==> src/rtl/uart_job_sequencer_if.sv <==
// Stream and status bundle between the UART receiver, the job sequencer and the
// puzzle solver.
//   master : the sequencer (takes rx bytes and sol_ready, drives the solver stream and status)
//   slave  : the environment around it (UART receiver, solver, 7-segment logic)
// Signals:
//   rx_byte/rx_valid       received byte and its one-cycle strobe
//   sol_byte/sol_valid     FIFO head byte offered to the solver
//   sol_ready              solver accepts sol_byte
//   sol_start/sol_end      one-cycle job framing pulses
//   done/busy/overflow     job status flags
//   byte_count             bytes accepted into the FIFO in the current job
interface uart_job_sequencer_if #(
    parameter int COUNT_W = 16
);
    logic [7:0]         rx_byte;
    logic               rx_valid;
    logic [7:0]         sol_byte;
    logic               sol_valid;
    logic               sol_ready;
    logic               sol_start;
    logic               sol_end;
    logic               done;
    logic               busy;
    logic               overflow;
    logic [COUNT_W-1:0] byte_count;

    modport master (
        input  rx_byte, rx_valid, sol_ready,
        output sol_byte, sol_valid, sol_start, sol_end, done, busy, overflow, byte_count
    );

    modport slave (
        output rx_byte, rx_valid, sol_ready,
        input  sol_byte, sol_valid, sol_start, sol_end, done, busy, overflow, byte_count
    );
endinterface

==> src/rtl/uart_job_sequencer.sv <==
// Frames UART bytes into solver jobs. Bytes go through a first-word-fall-through
// FIFO to the solver stream; a job begins with the first byte seen while idle and
// ends once the line has been quiet for IDLE_TIMEOUT cycles and the FIFO has drained.
// Ports:
//   CLK     system clock
//   RST_N   asynchronous active-low reset
//   seq_if  uart_job_sequencer_if.master (rx input, solver stream, status)
//
// state   | meaning
// --------+-----------------------------------------------------------------
// S_IDLE  | no job since reset, waiting for the first byte
// S_RECV  | job open, bytes arriving, idle timer counting quiet cycles
// S_DRAIN | line went quiet, waiting for the solver to empty the FIFO
// S_DONE  | job finished, done held high until the next first byte
module uart_job_sequencer #(
    parameter int FIFO_DEPTH   = 16,
    parameter int IDLE_TIMEOUT = 21700,
    parameter int COUNT_W      = 16
) (
    input  logic                  CLK,
    input  logic                  RST_N,
    uart_job_sequencer_if.master  seq_if
);
    localparam int PTR_W = $clog2(FIFO_DEPTH);
    localparam int TMR_W = $clog2(IDLE_TIMEOUT + 1);
    localparam logic [TMR_W-1:0] TMR_LAST = TMR_W'(IDLE_TIMEOUT - 1);
    localparam logic [PTR_W:0]   PTR_ONE  = (PTR_W+1)'(1);

    typedef enum logic [1:0] {S_IDLE, S_RECV, S_DRAIN, S_DONE} state_t;

    state_t               state_q, state_d;
    logic [7:0]           mem_q [FIFO_DEPTH];
    logic [PTR_W:0]       wr_ptr_q, rd_ptr_q;
    logic [TMR_W-1:0]     tmr_q, tmr_d;
    logic                 sol_start_q, sol_start_d;
    logic                 sol_end_q, sol_end_d;
    logic                 done_q, done_d;
    logic                 ovf_q, ovf_d;
    logic [COUNT_W-1:0]   cnt_q, cnt_d;

    logic empty, full, sol_valid, pop, push;

    // Extra pointer bit distinguishes full from empty when the indices match.
    assign empty = (wr_ptr_q == rd_ptr_q);
    assign full  = (wr_ptr_q[PTR_W] != rd_ptr_q[PTR_W]) &&
                   (wr_ptr_q[PTR_W-1:0] == rd_ptr_q[PTR_W-1:0]);

    // The head byte is held back during the sol_start cycle so the solver
    // clears its accumulators before seeing data.
    assign sol_valid = !empty && !sol_start_q;
    assign pop       = sol_valid && seq_if.sol_ready;
    // A full FIFO still takes a byte when the head leaves in the same cycle.
    assign push      = seq_if.rx_valid && (!full || pop);

    always_ff @(posedge CLK) begin
        if (push) begin
            mem_q[wr_ptr_q[PTR_W-1:0]] <= seq_if.rx_byte;
        end
    end

    always_ff @(posedge CLK or negedge RST_N) begin
        if (!RST_N) begin
            wr_ptr_q <= '0;
            rd_ptr_q <= '0;
        end else begin
            if (push) wr_ptr_q <= wr_ptr_q + PTR_ONE;
            if (pop)  rd_ptr_q <= rd_ptr_q + PTR_ONE;
        end
    end

    always_ff @(posedge CLK or negedge RST_N) begin
        if (!RST_N) begin
            state_q     <= S_IDLE;
            tmr_q       <= '0;
            sol_start_q <= 1'b0;
            sol_end_q   <= 1'b0;
            done_q      <= 1'b0;
            ovf_q       <= 1'b0;
            cnt_q       <= '0;
        end else begin
            state_q     <= state_d;
            tmr_q       <= tmr_d;
            sol_start_q <= sol_start_d;
            sol_end_q   <= sol_end_d;
            done_q      <= done_d;
            ovf_q       <= ovf_d;
            cnt_q       <= cnt_d;
        end
    end

    always_comb begin
        state_d     = state_q;
        tmr_d       = tmr_q;
        sol_start_d = 1'b0;
        sol_end_d   = 1'b0;
        done_d      = done_q;
        ovf_d       = ovf_q;
        cnt_d       = cnt_q;

        case (state_q)
            S_IDLE, S_DONE: begin
                if (seq_if.rx_valid) begin
                    sol_start_d = 1'b1;
                    ovf_d       = 1'b0;
                    cnt_d       = COUNT_W'(1);
                    done_d      = 1'b0;
                    tmr_d       = '0;
                    state_d     = S_RECV;
                end
            end
            S_RECV: begin
                // A byte on the timeout cycle keeps the job open.
                if (seq_if.rx_valid) begin
                    tmr_d = '0;
                end else if (tmr_q == TMR_LAST) begin
                    state_d = S_DRAIN;
                end else begin
                    tmr_d = tmr_q + TMR_W'(1);
                end
            end
            S_DRAIN: begin
                // Timer is frozen here; a stalled solver just keeps us waiting.
                if (seq_if.rx_valid) begin
                    tmr_d   = '0;
                    state_d = S_RECV;
                end else if (empty) begin
                    sol_end_d = 1'b1;
                    done_d    = 1'b1;
                    state_d   = S_DONE;
                end
            end
            default: state_d = S_IDLE;
        endcase

        if ((state_q == S_RECV || state_q == S_DRAIN) && seq_if.rx_valid) begin
            if (push) begin
                if (cnt_q != '1) cnt_d = cnt_q + COUNT_W'(1);
            end else begin
                ovf_d = 1'b1;
            end
        end
    end

    assign seq_if.sol_byte   = empty ? 8'h00 : mem_q[rd_ptr_q[PTR_W-1:0]];
    assign seq_if.sol_valid  = sol_valid;
    assign seq_if.sol_start  = sol_start_q;
    assign seq_if.sol_end    = sol_end_q;
    assign seq_if.done       = done_q;
    assign seq_if.busy       = (state_q == S_RECV) || (state_q == S_DRAIN);
    assign seq_if.overflow   = ovf_q;
    assign seq_if.byte_count = cnt_q;
endmodule

==> src/flat_wrapper.sv <==
// flat-port wrapper written by rule: the top's interface ports become plain ports
module uart_job_sequencer_flat 
#(
    parameter int FIFO_DEPTH   = 16,
    parameter int IDLE_TIMEOUT = 21700,
    parameter int COUNT_W      = 16
)
  (CLK, RST_N, seq_if_rx_byte, seq_if_rx_valid, seq_if_sol_ready, seq_if_sol_byte, seq_if_sol_valid, seq_if_sol_start, seq_if_sol_end, seq_if_done, seq_if_busy, seq_if_overflow, seq_if_byte_count);
  uart_job_sequencer_if #(.COUNT_W(COUNT_W)) seq_if_i ();
  input  logic CLK;
  input  logic RST_N;
  input wire logic [$bits(seq_if_i.rx_byte)-1:0] seq_if_rx_byte;
  input wire logic [$bits(seq_if_i.rx_valid)-1:0] seq_if_rx_valid;
  input wire logic [$bits(seq_if_i.sol_ready)-1:0] seq_if_sol_ready;
  output wire logic [$bits(seq_if_i.sol_byte)-1:0] seq_if_sol_byte;
  output wire logic [$bits(seq_if_i.sol_valid)-1:0] seq_if_sol_valid;
  output wire logic [$bits(seq_if_i.sol_start)-1:0] seq_if_sol_start;
  output wire logic [$bits(seq_if_i.sol_end)-1:0] seq_if_sol_end;
  output wire logic [$bits(seq_if_i.done)-1:0] seq_if_done;
  output wire logic [$bits(seq_if_i.busy)-1:0] seq_if_busy;
  output wire logic [$bits(seq_if_i.overflow)-1:0] seq_if_overflow;
  output wire logic [$bits(seq_if_i.byte_count)-1:0] seq_if_byte_count;
  assign seq_if_i.rx_byte = seq_if_rx_byte;
  assign seq_if_i.rx_valid = seq_if_rx_valid;
  assign seq_if_i.sol_ready = seq_if_sol_ready;
  assign seq_if_sol_byte = seq_if_i.sol_byte;
  assign seq_if_sol_valid = seq_if_i.sol_valid;
  assign seq_if_sol_start = seq_if_i.sol_start;
  assign seq_if_sol_end = seq_if_i.sol_end;
  assign seq_if_done = seq_if_i.done;
  assign seq_if_busy = seq_if_i.busy;
  assign seq_if_overflow = seq_if_i.overflow;
  assign seq_if_byte_count = seq_if_i.byte_count;
  uart_job_sequencer #(.FIFO_DEPTH(FIFO_DEPTH), .IDLE_TIMEOUT(IDLE_TIMEOUT), .COUNT_W(COUNT_W)) u_core (.CLK(CLK), .RST_N(RST_N), .seq_if(seq_if_i));
endmodule
==> config.mk <==
export PLATFORM = sky130hd
export DESIGN_NAME = uart_job_sequencer_flat
export DESIGN_NICKNAME = d
export VERILOG_FILES = /design/src/rtl/uart_job_sequencer_if.sv /design/src/rtl/uart_job_sequencer.sv /design/src/flat_wrapper.sv
export SDC_FILE = /design/constraint.sdc
export NUM_CORES = 1
export LEC_CHECK = 0
export ABC_AREA = 0
export CORE_MARGIN = 1.5
export CORE_UTILIZATION = 40
export CTS_BUF_LIST = sky130_fd_sc_hd__clkbuf_8 sky130_fd_sc_hd__clkbuf_16
export DETAILED_ROUTE_END_ITERATION = 8
export DONT_BUFFER_PORTS = 1
export SLEW_MARGIN = 20
export SYNTH_ARGS = -nofsm -noshare
export SYNTH_HDL_FRONTEND = slang
export SYNTH_SLANG_ARGS = --single-unit
==> constraint.sdc <==
create_clock -name CLK -period 2.39 [get_ports CLK]
set_clock_uncertainty 0.05 [all_clocks]
set_input_delay 0.1195 -clock CLK [delete_from_list [all_inputs] [get_ports CLK]]
set_output_delay 0.1195 -clock CLK [all_outputs]
set_load 0.005 [all_outputs]
==> metrics.yaml <==
wl_um: 16470
yosys_warnings: 0
first_pass_iters: 4
crit_chain: "buf_12 -> mux4_2 -> nor2b_1 -> a211oi_1 -> a211oi_1"
syn-instance-count: 491
chipWidth_um: 141.2
area_delta_synth_final_pct: 15.45
ys_seq_elements: 175
synth_area_per_cell_um2: 15.56
clk_latency_ns: 0.43
cpMaxStageDelayCell: "mux4_2"
stdcell_count: 775
clock-sinks: 175
dpl.hpwl_um: 10130
fin_util_pct: 47.14
synth-async-reset-ratio_pct: 26.86
synth.distinct_cells: 52
yosysSeqAreaShare_pct: 65.72
vias: 4367
critPathBufInv: 1
max_clock_freq_mhz: 424.2
hold_violations: 0
worstHoldPathType: "input pin to asynchronous set/reset pin"
topRoutingLayerUsed: "met4"
maxSlewViolCount: 0
leakage_nw: 3.227
worst_slack_ns: 0.03260
synth_nets: 513
dieArea_um2: 19930
end_kind: "primary output"
totalPowerFinal_mw: 9.505
tightest_slew_ns: 0.7382
die_y_um: 141.2
track_usage_pct: 17.30
crit_top_cell: "a211oi_1"
drt_iter0_drc: 326
wl_met2_um: 8181
wl_met3_um: 500
max_stage_delay_ns: 0.50
cts_tree: "yes"
outcome: "finished, final reports clean"
io_pins: 42
place_ws_ns: 0.1349
peakVddDrop_uv: 608.5
startpoint_type: "flip-flop"
ant_nets: 0
timing.slew.headroom_pct: 50.63
initial_utilization_pct: 40.84
r2r_cells: 6
clockBufferDepth: 2
port_buffers: 0
numCtsBuffers: 17
fillCellCount: 1565
seqCellArea_um2: 5021
place_congestion: 0.8350
vias_per_cell: 5.635
grt_pass1_wl_um: 25790
antenna_found_initial: 0
grt_pass1_vias: 4474
ys.flop_type: "edfxtp_1"
htree_levels: 4
finalCriticalPeriod_ns: 2.357
antenna_cells: 0
avgRoutedWirePerCell_um: 21.26
grt_max_degree: 48
grt_setup_unrepaired: "yes"
cts_root_buf: "clkbuf_16"
synth-edff-count: 128
cp.arrival_ns: 2.19
drt-met1-wl_um: 7619
p_per_area_nw_per_um2: 1078
critPathKind: "flip-flop to primary output"
crit_path_max_fanout: 18
clk_pin_slew_worst_paths_ns: 0.07
timing.final.crit_share_pct: 98.64
core_um2: 18710
final_nets: 550
crit_family: "multiplexers"
setup_viol: 0
drc_errors: 0
drv_cap: 0
syn_area_um2: 7639
worstSetupPathDepth: 5
multiInputGateArea_um2: 2485
fp-row-count: 50
required_ns: 2.22
globalRoute.totalOverflow: 0
place_inst: 718
drive_gt1_share_pct: 20.52
-- logic make-up (layout without fill, tap and decap cells) --
kind of cell / Yosys count / in the layout / share of synthesized area [%]
flip-flops: 175 / 175 / 65.72
XOR/XNOR: 23 / 23 / 2.637
buffers and inverters: 37 / 86 / 2.310
AO/OA/AOI/OAI: 66 / 67 / 6.355
AND/OR/NAND/NOR: 137 / 137 / 10.45
multiplexers: 43 / 43 / 10.89
adder cells (fa/ha/maj): 10 / 10 / 1.638
-- power breakdown --
group	internal, mW	switching, mW	total [mW]
Combinational	1.33	1.62	2.95
Sequential	3.66	0.253	3.91
Clock	1.45	1.19	2.64
Total	6.44	3.06	9.50
-- sequential cells by signal, summed over array words and instances, names as in the netlist --
signal and count:
u_core.state_q 2, u_core.rd_ptr_q 5, u_core.mem_q 128, u_core.wr_ptr_q 5
u_core.seq_if.done 1, u_core.seq_if.sol_end 1, u_core.seq_if.byte_count 16, u_core.seq_if.overflow 1
u_core.seq_if.sol_start 1, u_core.tmr_q 15
-- cell usage after synthesis, drive strengths merged (2+ instances only) --
cell type / count / area share, %
nor3: 10 / 0.79
a221o: 5 / 0.66
a21o: 4 / 0.49
nand4: 8 / 0.66
a211oi: 19 / 1.9
xnor2: 6 / 0.69
nor2: 24 / 1.3
o21ai: 8 / 0.52
edfxtp: 128 / 50
ha: 10 / 1.6
a21oi: 14 / 1.3
buf: 14 / 1.2
and4b: 2 / 0.26
and3: 22 / 1.8
mux2i: 10 / 1.3
nand2b: 2 / 0.16
nor2b: 12 / 0.98
or2: 3 / 0.25
xor2: 17 / 1.9
inv: 13 / 0.64
or3: 4 / 0.33
dfrtp: 47 / 15
mux4: 32 / 9.4
nor4: 4 / 0.61
clkbuf: 10 / 0.49
a31oi: 5 / 0.41
and4: 6 / 0.75
nand2: 19 / 0.93
o31ai: 4 / 0.39
or4: 2 / 0.20
nor4b: 2 / 0.23
nand3: 12 / 0.79
o211ai: 3 / 0.29
and2: 4 / 0.33
-- worst reg2reg max path, delay by kind of cell, from the launching register on --
kind            cells  cell delay [ns]
flops               1             0.46
compound gates      1             0.42
simple gates        2             0.39
xor+xnor            1             0.28
buf+inv             2             0.37
-- layer usage --
layer	vias to the layer above	global-route usage (%)
met2	89	28.17
met1	2262	23.73
met4	0	5.592
li1	2005	-
met3	11	2.989
met5	-	0
-- per-stage QoR --
step	hold slack [ns]	setup TNS, ns	instance area, um2
2_1_floorplan	-0.2261	0	7639
3_3_place_gp	-0.2252	0	7945
3_5_place_dp	-0.2255	0	7945
4_1_cts	0.1413	0	8747
5_1_grt	0.1684	-0.2069	8818
6_report	0.1301	0	8818
-- area by class of cell --
type | count | share of cell area, %
clock inverters | 15 | 1.532
well taps | 234 | 3.320
repair buffers | 41 | 4.654
clock buffers | 17 | 4.824
inverters | 13 | 0.5533
multi-input cells | 280 | 28.18
flip-flops and latches | 175 | 56.94
-- path summary, 6_finish.rpt --
kind	from	to	slack, ns
max	u_core.rd_ptr_q[0]$_DFFE_PN0P_	seq_if_sol_byte[6]	0.03
min	RST_N	u_core.tmr_q[10]$_DFFE_PN0P_	0.13
max reg2reg	u_core.wr_ptr_q[3]$_DFFE_PN0N_	u_core.mem_q[15][5]$_DFFE_PP_	0.12
min reg2reg	u_core.wr_ptr_q[4]$_DFFE_PN0N_	u_core.wr_ptr_q[4]$_DFFE_PN0N_	0.44
max in group asynchronous	RST_N	u_core.rd_ptr_q[0]$_DFFE_PN0P_	1.92
min in group CLK	seq_if_rx_valid	u_core.tmr_q[4]$_DFFE_PN0P_	0.24
-- placed cells by master (no fill, tap or decap), types with 6 or more instances in the layout --
| cell | synthesis | layout |
|---|---|---|
| a211oi_1 | 19 | 13 |
| a211oi_2 | 0 | 6 |
| a21oi_1 | 11 | 11 |
| and3_1 | 22 | 20 |
| buf_4 | 3 | 21 |
| clkbuf_16 | 0 | 17 |
| dfrtp_1 | 47 | 46 |
| dlygate4sd3_1 | 0 | 16 |
| edfxtp_1 | 128 | 128 |
| ha_1 | 10 | 10 |
| inv_1 | 13 | 15 |
| mux2i_1 | 10 | 10 |
| mux4_2 | 32 | 32 |
| nand2_1 | 19 | 19 |
| nand3_1 | 12 | 12 |
| nand4_1 | 8 | 8 |
| nor2_1 | 23 | 23 |
| nor2b_1 | 12 | 12 |
| nor3_1 | 8 | 8 |
| o21ai_0 | 7 | 7 |
| xnor2_1 | 6 | 6 |
| xor2_1 | 17 | 17 |
-- repair_timing --
| item | 4_1_cts | 5_1_grt |
|---|---|---|
| buffers inserted | 0 | 5 |
| gates cloned | 1 | 1 |
| resized for setup | 3 | 7 |
| endpoints found under the setup margin | 6 | 130 |
| pin swaps | 0 | 1 |
| endpoints found under the hold margin | 197 | 0 |
| hold buffers | 18 | 0 |
Power figures use the tool's default switching activity.
